$ cat src/rtl/fir_pkg.sv
// Shared types and constants for the time-multiplexed FIR filter.
// Holds the scheduler state encoding, reset coefficient table and accumulator sizing.
package fir_pkg;

    typedef enum logic [1:0] {
        ST_IDLE = 2'd0,
        ST_MAC  = 2'd1,
        ST_OUT  = 2'd2
    } fir_state_t;

    // Wide enough that TAPS full-scale products cannot overflow.
    function automatic int acc_width(input int data_w, input int coeff_w, input int taps);
        return data_w + coeff_w + $clog2(taps);
    endfunction

    // Symmetric low-pass taps in Q1.15; taps beyond the table reset to zero.
    function automatic logic signed [15:0] default_coef(input int idx);
        logic signed [15:0] c;
        case (idx)
            0:       c = 16'sd1638;
            1:       c = 16'sd3277;
            2:       c = 16'sd4915;
            3:       c = 16'sd6553;
            4:       c = 16'sd6553;
            5:       c = 16'sd4915;
            6:       c = 16'sd3277;
            7:       c = 16'sd1638;
            default: c = 16'sd0;
        endcase
        return c;
    endfunction

endpackage

$ cat src/rtl/fir_mac.sv
// Registered signed multiply-accumulate with synchronous clear and enable.
// Clear takes priority over enable.
module fir_mac
    import fir_pkg::*;
#(
    parameter int DATA_WIDTH  = 16,
    parameter int COEFF_WIDTH = 16,
    parameter int ACC_WIDTH   = 35
) (
    input  logic                          clk,
    input  logic                          rst,
    input  logic                          clr,
    input  logic                          en,
    input  logic signed [DATA_WIDTH-1:0]  a,
    input  logic signed [COEFF_WIDTH-1:0] b,
    output logic signed [ACC_WIDTH-1:0]   acc
);

    logic signed [DATA_WIDTH+COEFF_WIDTH-1:0] prod;

    assign prod = a * b;

    always_ff @(posedge clk or posedge rst) begin
        if (rst) begin
            acc <= '0;
        end else if (clr) begin
            acc <= '0;
        end else if (en) begin
            acc <= acc + ACC_WIDTH'(prod);
        end
    end

endmodule

$ cat src/rtl/fir_mac_sched.sv
// FIR filter sharing one multiplier across TAPS cycles per input sample.
// Define FIR_SAT_EN to clamp the result to the signed DATA_WIDTH range.
//
// state | meaning
// IDLE  | waiting for a sample; coefficient writes accepted
// MAC   | one tap product accumulated per cycle
// OUT   | result presented, held until out_ready
module fir_mac_sched
    import fir_pkg::*;
#(
    parameter int TAPS        = 8,
    parameter int DATA_WIDTH  = 16,
    parameter int COEFF_WIDTH = 16,
    parameter int OUT_WIDTH   = 32
) (
    input  logic                          clk,
    input  logic                          rst,
    input  logic signed [DATA_WIDTH-1:0]  in_sample,
    input  logic                          in_valid,
    output logic                          in_ready,
    input  logic                          coef_we,
    input  logic [$clog2(TAPS)-1:0]       coef_addr,
    input  logic signed [COEFF_WIDTH-1:0] coef_wdata,
    output logic signed [OUT_WIDTH-1:0]   out_sample,
    output logic                          out_valid,
    input  logic                          out_ready,
    output logic                          busy
);

    localparam int AW    = $clog2(TAPS);
    localparam int ACC_W = acc_width(DATA_WIDTH, COEFF_WIDTH, TAPS);
    localparam logic [AW-1:0] LAST = AW'(TAPS - 1);

    fir_state_t state, state_nxt;

    logic signed [DATA_WIDTH-1:0]  dline [TAPS];
    logic signed [COEFF_WIDTH-1:0] coef  [TAPS];
    logic [AW-1:0] wr_ptr, rd_ptr, tap_idx;
    logic          accept;
    logic signed [ACC_W-1:0] acc, shifted, result;

    assign accept    = in_valid && in_ready;
    assign in_ready  = (state == ST_IDLE);
    assign out_valid = (state == ST_OUT);
    assign busy      = (state != ST_IDLE);

    always_ff @(posedge clk or posedge rst) begin
        if (rst) state <= ST_IDLE;
        else     state <= state_nxt;
    end

    always_comb begin
        state_nxt = state;
        case (state)
            ST_IDLE: if (accept) state_nxt = ST_MAC;
            ST_MAC:  if (tap_idx == LAST) state_nxt = ST_OUT;
            ST_OUT:  if (out_ready) state_nxt = ST_IDLE;
            default: state_nxt = ST_IDLE;
        endcase
    end

    // rd_ptr walks backwards from the newest sample while tap_idx walks the coefficients.
    always_ff @(posedge clk or posedge rst) begin
        if (rst) begin
            wr_ptr  <= '0;
            rd_ptr  <= '0;
            tap_idx <= '0;
            for (int i = 0; i < TAPS; i++) dline[i] <= '0;
        end else if (accept) begin
            dline[wr_ptr] <= in_sample;
            rd_ptr        <= wr_ptr;
            wr_ptr        <= (wr_ptr == LAST) ? '0 : wr_ptr + 1'b1;
            tap_idx       <= '0;
        end else if (state == ST_MAC) begin
            rd_ptr  <= (rd_ptr == '0) ? LAST : rd_ptr - 1'b1;
            tap_idx <= tap_idx + 1'b1;
        end
    end

    always_ff @(posedge clk or posedge rst) begin
        if (rst) begin
            for (int i = 0; i < TAPS; i++) coef[i] <= COEFF_WIDTH'(default_coef(i));
        end else if (coef_we && (state == ST_IDLE) && (32'(coef_addr) < TAPS)) begin
            coef[coef_addr] <= coef_wdata;
        end
    end

    fir_mac #(
        .DATA_WIDTH  (DATA_WIDTH),
        .COEFF_WIDTH (COEFF_WIDTH),
        .ACC_WIDTH   (ACC_W)
    ) u_mac (
        .clk (clk),
        .rst (rst),
        .clr (accept),
        .en  (state == ST_MAC),
        .a   (dline[rd_ptr]),
        .b   (coef[tap_idx]),
        .acc (acc)
    );

    // Accumulator is frozen outside MAC, so the result holds through OUT.
    assign shifted = acc >>> (COEFF_WIDTH - 1);

`ifdef FIR_SAT_EN
    localparam logic signed [ACC_W-1:0] SAT_MAX = ACC_W'(2 ** (DATA_WIDTH - 1) - 1);
    localparam logic signed [ACC_W-1:0] SAT_MIN = ~SAT_MAX;

    always_comb begin
        result = shifted;
        if (shifted > SAT_MAX)      result = SAT_MAX;
        else if (shifted < SAT_MIN) result = SAT_MIN;
    end
`else
    assign result = shifted;
`endif

    assign out_sample = OUT_WIDTH'(result);

endmodule

$ cat config.mk
export PLATFORM = sky130hd
export DESIGN_NAME = fir_mac_sched
export DESIGN_NICKNAME = d
export VERILOG_FILES = /design/src/rtl/fir_pkg.sv /design/src/rtl/fir_mac.sv /design/src/rtl/fir_mac_sched.sv
export SDC_FILE = /design/constraint.sdc
export NUM_CORES = 1
export LEC_CHECK = 0
export CAP_MARGIN = 20
export CORE_ASPECT_RATIO = 0.8
export CORE_UTILIZATION = 35
export DETAILED_ROUTE_END_ITERATION = 10
export GPL_TIMING_DRIVEN = 0
export SKIP_LAST_GASP = 1
export SYNTH_ARGS = -nofsm -noshare
export SYNTH_HDL_FRONTEND = slang
export SYNTH_SLANG_ARGS = --single-unit
$ cat constraint.sdc
create_clock -name clk -period 18.2 [get_ports clk]
set_input_delay 2.73 -clock clk [delete_from_list [all_inputs] [get_ports clk]]
set_output_delay 2.73 -clock clk [all_outputs]
set_load 0.01 [all_outputs]
# Yosys cells after proc, flatten, opt, wreduce, memory -nomap -nowiden

Index checks and enable logic that the tools add are counted.

Input bits: 40
Output and inout bits: 35
Flip-flop bits (word level): 302
Word-level logic and storage cells: 76

Reductions and logical operators: 9
Order comparisons: 6
Equal/unequal tests: 7
Multipliers: 1
Add/subtract/negate cells: 4
Bitwise gates (word level): 4
Multiplexer cells: 24

Operators by type and width:

| kind                                                       | number |
|---|---|
| bitwise mux 128 bit                                        | 2 |
| binary-select mux 16 bit (select 3 bit)                    | 2 |
| demux 16 bit (select 3 bit)                                | 2 |
| 2-to-1 mux 16 bit                                          | 6 |
| 2-to-1 mux 35 bit                                          | 2 |
| adder 35 x 32 -> 35 bit                                    | 1 |
| multiplier 16 x 16 -> 32 bit                               | 1 |
| 2-to-1 mux 3 bit                                           | 6 |
| greater-or-equal comparator 4 bit, second input constant   | 4 |
| inverter 3 -> 4 bit                                        | 4 |
| less-than comparator 4 x 1 -> 1 bit, second input constant | 2 |
| adder 3 x 1 -> 3 bit, second input constant                | 2 |
| equality test 3 bit, second input constant                 | 2 |
| 2-to-1 mux 2 bit                                           | 3 |
| case mux 2 bit (3 select lines)                            | 1 |
| logical AND 1 bit                                          | 4 |
| != test 2 x 1 -> 1 bit, second input constant              | 2 |
| nonzero test 2 bit                                         | 2 |
| logical NOT 3 bit                                          | 1 |
| AND reduction 3 bit                                        | 1 |
| subtractor 3 x 1 -> 3 bit, second input constant           | 1 |
| equality test 2 x 1 -> 1 bit, second input constant        | 1 |
| equality test 2 bit, second input constant                 | 1 |
| logical NOT 2 bit                                          | 1 |
| != test 2 bit, second input constant                       | 1 |

# Longest topological paths before layout

Word-level depth: 8
Gate-level depth with buffers: 29

# Cells and area by module

From an unflattened synthesis, not the netlist that was laid out.

Cell total of the unflattened synthesis: 2186
Area total of the unflattened synthesis: 25414.4 µm²

By module, submodules not included:

| module        | area each (µm²) | cells each | sequential area each (µm²) | times used |
|---|---|---|---|---|
| fir_mac       | 13057.5         | 1407       | 875.8                      | 1 |
| fir_mac_sched | 12356.9         | 779        | 6749.0                     | 1 |

# Least setup slack after synthesis

OpenSTA, ideal clock, no wires.

Path kind: register to register
From: reg tap_idx[0]
To: reg u_mac.acc[34]
Arrival time: 7.178 ns
Cell stages (with the launch flop): 28
Path slack: 10.901 ns
Setup time: 0.121 ns
Path buffers: 4
Cells stage by stage: dfrtp_1 -> buf_2 -> buf_2 -> buf_2 -> mux4_2 -> mux2i_1 -> clkbuf_1 -> nor2_1 -> fa_1 -> fa_1 -> inv_1 -> fa_1 -> inv_1 -> fa_1 -> fa_1 -> inv_1 -> fa_1 -> inv_1 -> ha_1 -> a21o_1 -> a31oi_1 -> and4_1 -> a21oi_2 -> a221o_2 -> a211o_1 -> a21oi_2 -> xnor2_1 -> a22o_1

Word-level cells in the longest chain between the ends: 8

Ends and longest elaborated chain:

| item                                                  | RTL line            | source |
|---|---|---|
| start: declaration                                    | fir_mac_sched.sv:38 | `logic [AW-1:0] wr_ptr, rd_ptr, tap_idx;` |
| start signal: assignment                              | fir_mac_sched.sv:76 | `tap_idx <= tap_idx + 1'b1;` |
| inverter 3 -> 4 bit (implied by the code)             | fir_mac_sched.sv:98 | `.b (coef[tap_idx]),` |
| binary-select mux 16 bit (select 3 bit)               | fir_mac_sched.sv:98 |  |
| 2-to-1 mux 16 bit (implied by the code) (2 in series) | fir_mac_sched.sv:98 |  |
| multiplier 16 x 16 -> 32 bit                          | fir_mac.sv:21       | `assign prod = a * b;` |
| adder 35 x 32 -> 35 bit                               | fir_mac.sv:29       | `acc <= acc + ACC_WIDTH'(prod);` |
| 2-to-1 mux 35 bit                                     | fir_mac.sv:28       | `end else if (en) begin` |
| 2-to-1 mux 35 bit                                     | fir_mac.sv:26       | `end else if (clr) begin` |
| end signal: assignment                                | fir_mac.sv:29       |  |
| end: declaration                                      | fir_mac.sv:16       | `output logic signed [ACC_WIDTH-1:0] acc` |

No other way between the ends. The select of a mux whose other input is x is not followed.
A chain may end at the register's enable or synchronous reset.

# Final worst setup path

From: reg tap_idx[2]
To: reg u_mac.acc[33]

Same word-level chain as after synthesis.

==> impl_metrics.yaml <==
clock_tree:
  clk_root_buffer_cell: "sky130_fd_sc_hd__clkbuf_16"
  post_cts_hold_buffer_count: 0
  cts_setup_buffers: 0
  clk_pin_slew_ns: 0.07
  clock_path_buffers: 3
  clock_tree.htree_level_count: 2
  tritoncts: "built"
  cts.repair.resized: 0
  cts_inserted_buffers: 35
  cts.sink_count: 302
  clock_latency_ns: 0.57
grt:
  grt_max_degree: 122
  number_of_global_route_vias_before_repair: 17522
  grt_first_pass_wirelength_um: 101600
  overall_global_routing_usage_pct: 18.34
  grt_antenna_before_repair: 1
  grt_overflow_total: 0
synthesis:
  yosys-top-cells-area: "sky130_fd_sc_hd__dfrtp_1 (25%), sky130_fd_sc_hd__fa_1 (25%), sky130_fd_sc_hd__mux2_2 (12%)"
  synth.top_cell.area_share_pct: 25.05
  async_flop_share_pct: 100.0
  synth.yosys.warnings: 0
  netlist_top_cells_count: "sky130_fd_sc_hd__inv_1 (368), sky130_fd_sc_hd__fa_1 (310), sky130_fd_sc_hd__mux2_2 (265), sky130_fd_sc_hd__dfrtp_1 (248), sky130_fd_sc_hd__nand2_1 (217)"
  synth_edf_count: 0
  synth.yosys.seq_area_share_pct: 30.78
  synthCells: 2160
  ys_seq_elements: 302
  commonest_register_cell_after_synthesis: "sky130_fd_sc_hd__dfrtp_1"
  netlist_area_sq_mm: 0.02477
  synth.avg_cell_area_sq_um: 11.47
  synth_fp_nets: 2620
  yosysUniqueCellTypes: 63
  synth_top_cell_by_area: "sky130_fd_sc_hd__dfrtp_1"
  synthMostInstantiatedCell: "sky130_fd_sc_hd__inv_1"
place:
  io_buffer_count: 74
  hpwlAfterDp_um: 48240
  global_placement_routability_congestion: 0.9115
  placed_cells: 3163
drt:
  wl_per_cell_um: 19.35
  vias: 16071
  average_vias_per_placed_instance: 4.985
  routed_wirelength_um: 62380
  drt_pass1_iterations: 5
  detail-route-antenna-nets: 0
  drcViolationCount: 0
  drt-initial-drc-count: 1043
timing:
  finalWorstPathRequiredPeriod_ns: 9.106
  setup_viol: 0
  rsz0062_at_grt: "false"
  max_slew.worst_pin.slew_ns: 1.063
  timing.hold.ws_ns: 0.4986
  skew_ns: 0.03916
  achievable-frequency_mhz: 109.8
  max-slew-margin-rel_pct: 27.10
  setup_total_negative_slack_ns: 0
  final_hold_viol_count: 0
  finalMaxSlewViolations: 0
  layout_worst_path_cycle_share_pct: 50.04
worst_setup_path:
  crit_top_cell: "sky130_fd_sc_hd__fa_1"
  startpoint_type: "flop"
  worst_path_max_delay_cell: "sky130_fd_sc_hd__mux2i_1"
  critPathTopFamily: "adder cells"
  criticalPathCategory: "reg -> reg"
  critPathMaxStageDelay_ns: 0.93
  cp.arrival_ns: 9.58
  worst-path-max-fanout: 10
  cp_capture_type: "flop"
  cp.buffers_inverters: 7
  required_ns: 18.68
cells_and_area:
  area_of_combinational_cells_with_multiple_inputs_sq_mm: 0.01517
  fill_cells: 6632
  ff_latch_area_sq_mm: 0.007625
  finalNetCount: 2736
  n_antenna_cell: 0
  layout-drive-gt1-share_pct: 22.39
  instances_no_fill: 3224
  syn2layout_area_growth_pct: 12.83
floorplanning:
  start_util_pct: 35.69
  die_w_um: 299.4
  design.die.area_sq_mm: 0.07185
  rows: 86
  floorplan.io_pins: 75
  core_area_sq_mm: 0.06940
  die_height_um: 240.0
flow_run:
  drv.max_cap_violation_count: 0
status:
  outcome: "completed"
worst_hold_path:
  hold_path.class: "reg -> reg"
tightest hold or removal path: cells and delay by family, from the launching register on:
family	cells	cell delay [ns]
flops	1	0.35
simple gates	1	0.05
compound gates	1	0.06
layout make-up:
cell class,count,area share (%)
inverter,370,4.996
tap,924,4.136
clock buffer,48,3.487
buffer,118,2.131
timing repair buffer,79,2.954
multi-input combinational,1370,54.26
sequential,302,27.28
clock inverter,13,0.7565
layout by cell type, fill, tap and decap left out, types with 5 or more instances in the layout:
cell type and n:
sky130_fd_sc_hd__dfstp_2 54, sky130_fd_sc_hd__buf_2 17, sky130_fd_sc_hd__ha_1 110, sky130_fd_sc_hd__or2_2 5, sky130_fd_sc_hd__mux4_2 64, sky130_fd_sc_hd__fa_1 310, sky130_fd_sc_hd__o211ai_1 6, sky130_fd_sc_hd__nand3_1 21
sky130_fd_sc_hd__o21ai_1 9, sky130_fd_sc_hd__and3_1 7, sky130_fd_sc_hd__a211oi_1 6, sky130_fd_sc_hd__inv_1 367, sky130_fd_sc_hd__mux2i_1 14, sky130_fd_sc_hd__and2_1 8, sky130_fd_sc_hd__nor2b_1 9, sky130_fd_sc_hd__a21o_1 11
sky130_fd_sc_hd__o21ai_0 34, sky130_fd_sc_hd__xor2_1 14, sky130_fd_sc_hd__xnor2_1 20, sky130_fd_sc_hd__clkbuf_16 35, sky130_fd_sc_hd__mux2_2 265, sky130_fd_sc_hd__clkdlybuf4s50_1 74, sky130_fd_sc_hd__nand2_1 217, sky130_fd_sc_hd__dfrtp_1 248
sky130_fd_sc_hd__a21oi_1 25, sky130_fd_sc_hd__o21a_1 6, sky130_fd_sc_hd__clkbuf_1 72, sky130_fd_sc_hd__and2_0 6, sky130_fd_sc_hd__nor2_1 155, sky130_fd_sc_hd__nor3_1 5, sky130_fd_sc_hd__buf_4 35, sky130_fd_sc_hd__clkbuf_8 5
cells by family after synthesis:
group	synth area share [%]
AO/OA/AOI/OAI	3.530
adder cells (fa/ha/maj)	30.61
buffers and inverters	8.010
flip-flops	30.78
AND/OR/NAND/NOR	7.374
XOR/XNOR	1.268
multiplexers	18.43
metrics by stage:
step	utilization (%)	setup WS (ns)	area, sq um
6_report	40.27	9.094	27950
5_1_grt	40.27	8.688	27950
4_1_cts	40.27	9.128	27950
2_1_floorplan	-	7.213	24770
3_3_place_gp	38.43	3.664	26670
3_5_place_dp	38.56	9.203	26760
layer usage:
layer | up-vias | GRT usage, % | wire, um
met5 | - | 0 | 0
met4 | 0 | 4.917 | 1625
met3 | 88 | 3.045 | 3819
met2 | 433 | 28.81 | 28420
met1 | 8435 | 26.23 | 28510
li1 | 7115 | - | -
sequential cells by signal, summed over array words and instances, names as in the netlist:
register,count
state,2
dline,128
wr_ptr,3
u_mac.acc,35
rd_ptr,3
tap_idx,3
coef,128
worst paths after layout:
check	depth (start not counted)	start	slack [ns]	endpoint
worst max-delay path	25	tap_idx[2]$_DFFE_PP0P_	9.09	u_mac.acc[33]$_DFFE_PP0P_
worst min-delay path	2	u_mac.acc[11]$_DFFE_PP0P_	0.50	u_mac.acc[11]$_DFFE_PP0P_
worst max register to register	25	tap_idx[2]$_DFFE_PP0P_	9.09	u_mac.acc[33]$_DFFE_PP0P_
worst min register to register	2	u_mac.acc[11]$_DFFE_PP0P_	0.50	u_mac.acc[11]$_DFFE_PP0P_
min in group asynchronous	2	rst	2.61	dline[16]$_DFFE_PP0P_
max in group asynchronous	3	rst	14.52	u_mac.acc[14]$_DFFE_PP0P_
Power is left out: the tool's default activity adds up to more than one toggle a clock period on the data nets, which glitch-free logic cannot reach.
==> RTL edit 1 (config.mk and constraints unchanged) <==
The option `FIR_SAT_EN` is turned on by a define.
--- a/src/rtl/fir_mac_sched.sv
+++ b/src/rtl/fir_mac_sched.sv
@@ -7,2 +7,4 @@
 // OUT   | result presented, held until out_ready
+`define FIR_SAT_EN
+
 module fir_mac_sched
Check against the original RTL: not settled (the Yosys comparison gave no result); the edit may change what the design does.
==> RTL edit 1 against the original RTL <==
Clock skew down 20 ps. Final area is essentially flat. Sequential cell count unchanged. Non-clock buffer count shrank 26. Final cell count is essentially flat. Maximum frequency is 5.5% lower. Synthesized area about the same. Routed wire length down 0.51%. First-iteration DRC count rose by 8.2%. Setup slack got worse by 530 ps. Critical path type unchanged. Highest routed layer unchanged.
Power is left out: the tool's default activity adds up to more than one toggle a clock period on the data nets, which glitch-free logic cannot reach.
==> RTL edit 1: results (changes against the original RTL) <==
| Metric | Value |
|---|---|
| End of the critical path | u_mac.acc[34]$_DFFE_PP0P_ |
| Worst slack, placed | 8670 ps (-532 ps) |
| Area contributors post-synth | dfrtp_1, fa_1, mux2_2 |
| Final GP Congestion | 0.896 (-1.7%) |
| Routed wire length per instance | 19.2 µm (-0.54%) |
| Initial DRC count | 1129 (+8.2%) |
| Number of CTS-inserted buffers | 34 (-2.9%) |
| Worst Hold Launch | u_mac.acc[15]$_DFFE_PP0P_ |
| Total number of vias | 16300 (+1.7%) |
| Non-filler cells, final | 3225 (+0.031%) |
| Synth Area in Compound Gates | 0.0352 (-0.0000701) |
| Mux cell area share after synthesis | 0.196 (+0.0119) |
| Global-route wire length before repair | 102000 µm (about the same) |
| Met2 Track Usage GR | 0.288 (about the same) |
| Grt met1 use | 0.256 (-0.00632) |
| Outcome | completed |
| Adder-cell share of the synthesized area | 0.306 (+0.000335) |
| Synth Area in XOR/XNOR | 0.0124 (-0.000310) |
| Syn avg cell area | 11.5 µm² (+0.24%) |
| Clk_skew | 19.3 ps (-19.9 ps) |
| FF-to-FF End | u_mac.acc[34]$_DFFE_PP0P_ |
| HPWL after detailed placement | 48500 µm (+0.58%) |
| Post-synth top cells | inv_1, fa_1, mux2_2 |
| Arrival @ worst endpoint | 10040 ps (+460 ps) |
| Synth cell types | 51 (-19%) |
| R2R depth | 26 (+4.0%) |
| # fillers | 6554 (-1.2%) |
RTL edit 1: changes by cell type after synthesis, moves of 6 or more:
cell,delta
o21ai_1,-6
and2_0,-6
mux2_2,+14
o21ai_0,+31
clkbuf_1,-7
inv_1,+16
nand2_1,-29
buf_4,-21
mux2i_1,+14
RTL edit 1: cell type report:
class	instances	area (µm²)	share of cell area
inverters	384	1450	0.0518
plain buffers	87	390	0.0140
multi-input cells	1383	15300	0.548
diodes	2	5.00	0.000179
clock buffers	43	926	0.0331
repair buffers	84	863	0.0309
well taps	924	1160	0.0414
clock inverters	16	211	0.00756
flip-flops and latches	302	7620	0.273
RTL edit 1: logic make-up after synthesis:
group | after synthesis
AOI/OAI and AO/OA | 142
xor gates and xnor gates | 35
adders and majority gates | 421
buffers and inverters | 471
DFF | 302
muxes | 371
and+or+nand+nor | 414
RTL edit 1: layer usage:
layer	wire length, µm	up-vias	part of all wire
li1	-	7182	-
met1	28200	8608	0.45
met2	28200	475	0.45
met3	4160	82	0.067
met4	1520	0	0.025
met5	0	-	0
RTL edit 1: critical path, stage by stage, from the launching register on:
cell and delay (ps):
dfrtp_1 320, clkbuf_1 500, clkbuf_1 730, buf_1 650
mux4_2 450, mux2i_1 850, nor2_1 160, fa_1 570
inv_1 50, fa_1 450, fa_1 500, fa_1 560
inv_1 50, fa_1 470, inv_1 50, fa_1 470
inv_1 40, ha_1 360, a222oi_1 320, nand2_1 100
a31oi_1 400, a211oi_1 340, o41ai_2 470, o2111ai_1 210
a21oi_1 200, xnor2_1 130, o21ai_1 70
RTL edit 1: through the flow:
stage	hold slack [ps]	cell area (µm²)
4_1_cts	497	27900
5_1_grt	510	28000
3_5_place_dp	479	26800
3_3_place_gp	477	26700
6_report	494	28000
2_1_floorplan	450	24800
==> RTL edit 2 (same settings) <==
Made on the original files. Make the reset (`rst`) synchronous in 4 clocked blocks.
--- a/src/rtl/fir_mac.sv
+++ b/src/rtl/fir_mac.sv
@@ -22,3 +22,3 @@
 
-    always_ff @(posedge clk or posedge rst) begin
+    always_ff @(posedge clk) begin
         if (rst) begin
--- a/src/rtl/fir_mac_sched.sv
+++ b/src/rtl/fir_mac_sched.sv
@@ -46,3 +46,3 @@
 
-    always_ff @(posedge clk or posedge rst) begin
+    always_ff @(posedge clk) begin
         if (rst) state <= ST_IDLE;
@@ -62,3 +62,3 @@
     // rd_ptr walks backwards from the newest sample while tap_idx walks the coefficients.
-    always_ff @(posedge clk or posedge rst) begin
+    always_ff @(posedge clk) begin
         if (rst) begin
@@ -79,3 +79,3 @@
 
-    always_ff @(posedge clk or posedge rst) begin
+    always_ff @(posedge clk) begin
         if (rst) begin
Function: changed (Yosys sat finds a counterexample within 4 cycles, from zero or initial values and one cycle with rst high; the reset may be asserted at any time).
==> RTL edit 2 against the original RTL <==
First-iteration DRC count up 19%. Maximum frequency up 1.8%. Synthesized cell count up 0.19%. Synthesized area about the same. Routed wire length up 1.4%. Setup slack better by 160 ps. Final area down 0.51%. Non-clock buffer count unchanged. Sequential cell count up 6. Via count down 0.14%. Hold slack worse by 34 ps.
Power is not shown: default switching activity piles up to over one toggle a cycle in this logic, so the estimate is an artifact.
==> RTL edit 2: results (changes against the original RTL) <==
| Metric | Value |
|---|---|
| Outcome | completed |
| Largest net degree at the start of global routing | 21 (-83%) |
| Number of CTS-inserted buffers | 35 (unchanged) |
| R2R Setup Slk | 9250 ps (+160 ps) |
| End of the critical path | u_mac.acc[34]$_SDFFE_PP0P_ |
| Via/cell ratio | 4.96 (-0.51%) |
| Clock latency at the later pin of the worst-skew pair | 550 ps (-20 ps) |
| Async SR Flop Fraction | 0 (-1.00) |
| Post-CTS Setup Inserts | 0 (unchanged) |
| Post-synth EDFFs | 256 (+256) |
| Initial DRC count | 1240 (+19%) |
| Tot GR Track Use | 0.185 (+0.00106) |
| Met2 Track Usage GR | 0.302 (+0.0140) |
| Worst stage delay on the critical path | 900 ps (-30 ps) |
| Clk_skew | 19.2 ps (-20.0 ps) |
| Root Buffer | clkbuf_16 |
| FF-to-FF End | u_mac.acc[34]$_SDFFE_PP0P_ |
| # nets final | 2751 (+0.55%) |
| Sequential cell area fraction in the yosys report | 0.352 (+0.0443) |
| Most used DFF post-synth | edfxtp_1 |
| Share of post-route cells with drive strength above 1 | 0.0956 (-0.128) |
| Worst Hold Launch | u_mac.acc[2]$_SDFFE_PP0P_ |
| H-Tree Level Count | 2 (unchanged) |
| Met3 Resource Use GR | 0.0383 (+0.00786) |
| Post-cts resize count | 0 (unchanged) |
| Initial antenna violation count | 1 (unchanged) |
| M1 WL | 27300 µm (-4.1%) |
| Biggest regs | coef x128, dline x128, u_mac.acc x35 |
| Clk slew on worst S/H paths | 60 ps |
| Worst Hold End | u_mac.acc[2]$_SDFFE_PP0P_ |
| Routed wire length per instance | 19.5 µm (+0.99%) |
| Hold path depth | 2 (unchanged) |
| Area contributors post-synth | edfxtp_1, fa_1, mux4_2 |
| PortBufs | 74 (unchanged) |
| CP max-delay cell | fa_1 |
| Mux cell area share after synthesis | 0.0783 (-0.106) |
| Syn nets | 2624 (+0.15%) |
| Number of global-route vias before repair | 17400 (-0.66%) |
| CP top delay family | adder cells |
| Routed wire length on met2 | 29700 µm (+4.7%) |
| Adder-cell share of the synthesized area | 0.306 (about the same) |
| TritonRoute pass-1 iters | 5 (unchanged) |
| Arrival @ worst endpoint | 9430 ps (-150 ps) |
| Rel. slew slack | 0.230 (-0.0414) |
| R2R depth | 25 (unchanged) |
| Dpl cell area | 26700 µm² (-0.11%) |
| Inserted Diodes | 0 (unchanged) |
| Post-synth top cells | inv_1, fa_1, edfxtp_1 |
| Worst Path Class, Setup | reg -> reg |
| Max FO, Critical Path | 10 (unchanged) |
| Final GP Congestion | 0.885 (-2.9%) |
| Synth Area in XOR/XNOR | 0.0106 (-0.00208) |
| Global-route wire length before repair | 99900 µm (-1.7%) |
| Met3 wire len | 4720 µm (+24%) |
| Grt met1 use | 0.247 (-0.0149) |
| Synth Area in Compound Gates | 0.0337 (-0.00159) |
| HPWL after detailed placement | 48900 µm (+1.3%) |
RTL edit 2: cell count changes after synthesis, sizes merged, moves of 46 or more:
| cell | unedited run | this run |
|---|---|---|
| and2 | 14 | 211 |
| dfxtp | 0 | 52 |
| dfstp | 54 | 0 |
| dfrtp | 248 | 0 |
| edfxtp | 0 | 256 |
| mux2 | 265 | 19 |
| nand2 | 217 | 151 |
| or3 | 0 | 46 |
RTL edit 2: per-stage QoR:
step	hold WS, ps	setup WS (ps)	std cells	util
2_1_floorplan	436	10710	2164	-
3_3_place_gp	451	8820	3162	0.384
3_5_place_dp	459	9050	3168	0.385
4_1_cts	466	9020	3226	0.399
5_1_grt	486	8600	3236	0.400
6_report	465	9250	3236	0.400
RTL edit 2: layout make-up:
cell class                      instances  area, µm²
Buffer                                107        538
Clock buffer                           42        902
Clock inverter                         16        100
Fill cell                            6695      41700
Inverter                              352       1320
Multi-Input combinational cell       1397      14200
Sequential cell                       308       8730
Tap cell                              924       1160
Timing Repair Buffer                   90        860
